File: config.mk
export PLATFORM = sky130hd
export DESIGN_NAME = jt12_sh_tap
export DESIGN_NICKNAME = d
export VERILOG_FILES = /design/src/rtl/jt12_sh_tap.sv
export SDC_FILE = /design/constraint.sdc
export NUM_CORES = 1
export LEC_CHECK = 0
export CAP_MARGIN = 30
export CORE_ASPECT_RATIO = 2
export CORE_MARGIN = 10
export CORE_UTILIZATION = 41
export DETAILED_ROUTE_END_ITERATION = 7
export GPL_TIMING_DRIVEN = 0
export PLACE_DENSITY = 0.75
export SLEW_MARGIN = 10
export SYNTH_ARGS = -nofsm -noshare
export SYNTH_HDL_FRONTEND = slang
export SYNTH_SLANG_ARGS = --single-unit
File: constraint.sdc
create_clock -name clk -period 2.1 [get_ports clk]
set_clock_uncertainty 0.05 [all_clocks]
set_input_delay 0.42 -clock clk [delete_from_list [all_inputs] [get_ports clk]]
set_output_delay 0.42 -clock clk [all_outputs]
set_load 0.01 [all_outputs]
File: src/rtl/jt12_sh_tap.sv
// jt12_sh_tap: host read/write access port sitting in series with a per-slot ring.
// Tracks the slot index passing through and reads or patches one slot on request.
module jt12_sh_tap #(
   parameter int   width  = 5,
   parameter int   stages = 24,
   parameter logic rstval = 1'b0
) (
   input  logic             clk,
   input  logic             rst,
   input  logic             clk_en,
   input  logic             sync,
   input  logic [width-1:0] din,
   output logic [width-1:0] dout,
   input  logic             rd_req,
   input  logic             wr_req,
   input  logic [4:0]       addr,
   input  logic [width-1:0] wdata,
   output logic             busy,
   output logic             done,
   output logic             err,
   output logic [width-1:0] rdata
);
   typedef enum logic [1:0] {IDLE, RD_PEND, WR_PEND} state_t;
   localparam logic [4:0] LAST  = 5'(stages - 1);
   localparam logic [5:0] NSLOT = 6'(stages);
   state_t             state_q;
   logic [4:0]         cnt_q, cnt_d, addr_q, slot_cur;
   logic [width-1:0]   wdata_q, rdata_q;
   logic               done_q, err_q, match, bad;
   always_comb begin
      slot_cur = sync ? 5'd0 : cnt_q;
      cnt_d    = slot_cur == LAST ? 5'd0 : slot_cur + 5'd1;
      match    = clk_en && slot_cur == addr_q;
      bad      = {1'b0, addr} >= NSLOT;
      dout     = rst ? {width{rstval}} : (state_q == WR_PEND && match) ? wdata_q : din;
   end
   always_ff @(posedge clk) begin
      if (rst) begin
         state_q <= IDLE;
         cnt_q   <= '0;
         addr_q  <= '0;
         wdata_q <= '0;
         rdata_q <= '0;
         done_q  <= 1'b0;
         err_q   <= 1'b0;
      end else begin
         done_q <= 1'b0;
         err_q  <= 1'b0;
         if (clk_en) cnt_q <= cnt_d;
         if (state_q == IDLE) begin
            // a write wins over a simultaneous read; bad addresses are rejected at once
            if ((rd_req || wr_req) && bad) begin
               done_q <= 1'b1;
               err_q  <= 1'b1;
            end else if (wr_req) begin
               state_q <= WR_PEND;
               addr_q  <= addr;
               wdata_q <= wdata;
            end else if (rd_req) begin
               state_q <= RD_PEND;
               addr_q  <= addr;
            end
         end else if (match) begin
            if (state_q == RD_PEND) rdata_q <= din;
            state_q <= IDLE;
            done_q  <= 1'b1;
         end
      end
   end
   assign busy  = state_q != IDLE;
   assign done  = done_q;
   assign err   = err_q;
   assign rdata = rdata_q;
endmodule

==> reports/qor_table.md <==
| Stage | Quantity | This run |
|---|---|---|
| die | Placeable core region | 2943 um^2 |
| global routing | Pin count of the biggest net entering global routing | 15 |
| timing | RSZ-0062 raised after global routing | true |
| place | GP Congestion | 0.8439 |
| timing | Max Clock Freq | 433.5 MHz |
| final layout | Fraction of the core area covered by cells at the end of the flow | 60.25% |
| synth | Register bit total from synthesis | 24 |
| min path | Number of cells on the worst hold path | 2 |
| synth | Library cells used by synthesis | 35 |
| detailed routing | Routed via count | 1154 |
| clock tree | Clock Path Buffers | 2 |
| final layout | Number of filler instances in the final layout | 262 |
| synth | Sequential area share after synthesis | 38.95% |
| detailed routing | Initial DRC count | 20 |
| critical path | Worst Path Max Fanout | 5 |
| power and ir drop | Maximum vdd ir drop | 0.4814 mV |
| critical path | Arrival time at the worst endpoint | 1.84 ns |
| global routing | Tot GR Track Use | 11.82% |
| synth | Warnings from Yosys | 0 |
| die | Number of rows in the core area | 28 |
| clock tree | Clock tree from TritonCTS | yes |
| critical path | Sort of element at the start of the critical path | register |
| critical path | WP data required | 1.63 ns |
| clock tree | Post-CTS Hold Buffers | 0 |
| synth | Proportion of synthesized flip-flops having asynchronous set or reset | 0% |
| synth | Mapped Cells | 137 |
| synth | Dominant synthesized flop cell | sky130_fd_sc_hd__dfxtp_1 |
| power and ir drop | Areal power density over the cells | 657.9 nW/um^2 |
| power and ir drop | Leakage power figure | 0.7308 nW |
| synth | Post-synthesis cell area | 1234 um^2 |
| final layout | Total area of multi-input combinational cells | 759.5 um^2 |
| clock tree | Number of H-tree branching levels | 1 |
| critical path | Worst-case reg-to-reg path depth | 5 |
| clock tree | Reg clk slew, reported paths | 0.09 ns |
| synth | EDFF count, synth | 0 |
| timing | Count of endpoints failing setup in the final report | 5 |
| global routing | Overflow left after global routing | 0 |
| min path | Worst hold-check path type | reg2reg |
| synth | Average size of a mapped cell | 9.005 um^2 |
| global routing | Number of global-route vias before repair | 1246 |
| detailed routing | Routed wire length | 3460 um |
| timing | Worst-Margin Slew | 0.5747 ns |
| critical path | Setup crit end kind | output port |
| final layout | Area of all sequential standard cells | 494.2 um^2 |
| outcome | Violated checks | setup timing |
| timing | Worst slew slack as a fraction of its limit | 61.69% |
| clock tree | Number of buffers added by the clock tree synthesis step | 3 |
| final layout | Number of nets in the final layout | 204 |
| final layout | Layout cell share with drive strength beyond 1 | 21.55% |
| clock tree | Num Clock Sinks | 24 |
| die | Height of the die | 97.58 um |
| final layout | Number of antenna cells inserted | 0 |
| global routing | Global-route wire length before repair | 5561 um |
| die | Number of primary I/O pins | 34 |
| place | Post-DP HPWL | 2536 um |
| clock tree | Clock latency reported for the late side of the worst-skew pair | 0.27 ns |
| detailed routing | Detail-routed net length per standard cell | 16.40 um |
| synth | Syn nets | 159 |
| timing | Final critical-path required period | 2.307 ns |
| job | Number of maximum-capacitance constraint violations | 0 |
| detailed routing | DRC | 0 |
| place | DP Cell Count | 199 |
| critical path | Path type of the worst setup path | reg2out |
| clock tree | Clock root buffer | sky130_fd_sc_hd__clkbuf_8 |
| final layout | Non-filler cells in the finished layout | 211 |
| global routing | Number of antenna violations at the first check in global routing | 0 |
| timing | Number of max-slew violations in the final report | 0 |
| die | Die area | 5736 um^2 |
| detailed routing | ANT nets after route | 0 |
| place | Total of buffers placed on input and output ports | 32 |
| die | Initial core utilization | 41.92% |
| timing | Fin. Hold Viols | 0 |
| detailed routing | Detail-routed via count per cell | 5.469 |
| timing | Final setup slack of the worst path | -0.2070 ns |
| timing | Final sum of negative setup slack | -1.002 ns |
| die | Horiz. Die Dim | 58.79 um |
| final layout | Layout overhead on the synthesized area | 43.71% |
| timing | Final Cycle Share | 109.9% |
| outcome | Result of the run | complete, but fails checks |
| place | Setup WS pre-CTS | -1.191 ns |
| detailed routing | 1st-pass router iterations | 4 |
==> flip-flops by register name, indices dropped and copies added (netlist names) <==
| signal | count |
|---|---|
| addr_q | 5 |
| cnt_q | 5 |
| done | 1 |
| err | 1 |
| rdata | 5 |
| state_q | 2 |
| wdata_q | 5 |
==> cells in the final DEF, fill, tap and decap left out, types with 5 or more instances in the layout <==
cell type	n
sky130_fd_sc_hd__clkdlybuf4s50_1	26
sky130_fd_sc_hd__nor2_1	20
sky130_fd_sc_hd__o21ai_0	5
sky130_fd_sc_hd__a21oi_1	5
sky130_fd_sc_hd__nand2b_1	18
sky130_fd_sc_hd__dfxtp_1	17
sky130_fd_sc_hd__dfxtp_2	5
sky130_fd_sc_hd__buf_4	8
sky130_fd_sc_hd__buf_2	6
sky130_fd_sc_hd__mux2i_1	19
==> synth_stat cells (3+ instances only) <==
library cell	n	share of area, %
sky130_fd_sc_hd__nor3_1	4	1.6
sky130_fd_sc_hd__nand3_1	3	1.2
sky130_fd_sc_hd__mux2i_1	19	15
sky130_fd_sc_hd__clkbuf_1	4	1.2
sky130_fd_sc_hd__nor2_1	20	6.1
sky130_fd_sc_hd__a21oi_1	5	2.0
sky130_fd_sc_hd__o21ai_0	5	2.0
sky130_fd_sc_hd__dfxtp_1	24	39
sky130_fd_sc_hd__nor2b_1	3	1.5
sky130_fd_sc_hd__nand2b_1	18	9.1
sky130_fd_sc_hd__inv_1	3	0.91
==> kinds of logic after synthesis <==
family,after synthesis,synth area share (%)
AOI/OAI and AO/OA,21,10.95
xor gates and xnor gates,1,0.7101
adders and majority gates,1,1.014
buffers and inverters,10,3.751
DFF,24,38.95
muxes,19,15.42
and+or+nand+nor,61,29.21
==> what timing repair did <==
action | in CTS | in global routing
gates cloned | 0 | 0
pin swaps | 5 | 5
setup endpoints to repair | 10 | 10
buffers inserted | 5 | 4
endpoints found under the hold margin | 0 | 0
gates resized for setup | 32 | 15
==> per-stage QoR <==
stage               instance area [um^2]  hold WS [ns]  power (mW)
floorplan                           1251        0.4057      0.6469
global placement                    1609        0.4119      0.7385
detailed placement                  1609        0.4241      0.7476
CTS                                 1725        0.4360       1.163
global route                        1773        0.4671       1.214
finish                              1773        0.4304       1.166
==> power by group <==
group / internal (mW) / switching (mW)
registers: 0.483 / 0.0244
clock network: 0.255 / 0.152
logic: 0.135 / 0.117
==> critical path: stages, from the launching register on <==
cell	delay (ns)
sky130_fd_sc_hd__dfxtp_2	0.33
sky130_fd_sc_hd__buf_6	0.12
sky130_fd_sc_hd__nand2b_4	0.07
sky130_fd_sc_hd__nor3_4	0.21
sky130_fd_sc_hd__a211oi_4	0.08
sky130_fd_sc_hd__nor4_4	0.27
sky130_fd_sc_hd__buf_6	0.17
sky130_fd_sc_hd__mux2i_1	0.18
sky130_fd_sc_hd__buf_2	0.15
==> worst paths after layout <==
path             from        to  slack, ns
max          cnt_q[2]   dout[2]      -0.21
min          rdata[4]  rdata[4]       0.43
max reg2reg  cnt_q[3]  rdata[2]       0.10
min reg2reg  rdata[4]  rdata[4]       0.43
==> area by class of cell <==
type | instances | share of cell area [%]
clock inverter | 1 | 1.694
sequential | 24 | 27.88
inverter | 3 | 0.6351
clock buffer | 3 | 2.329
buffer | 6 | 2.117
timing repair buffer | 41 | 20.40
multi-input combinational | 103 | 42.84
tap | 30 | 2.117
==> metal layers <==
layer	part of all wire, %	track usage, %
met5	0	0
met4	4.1	5.151
met3	5.6	2.880
met2	56	23.01
met1	34	10.30
Power figures use the tool's default switching activity.
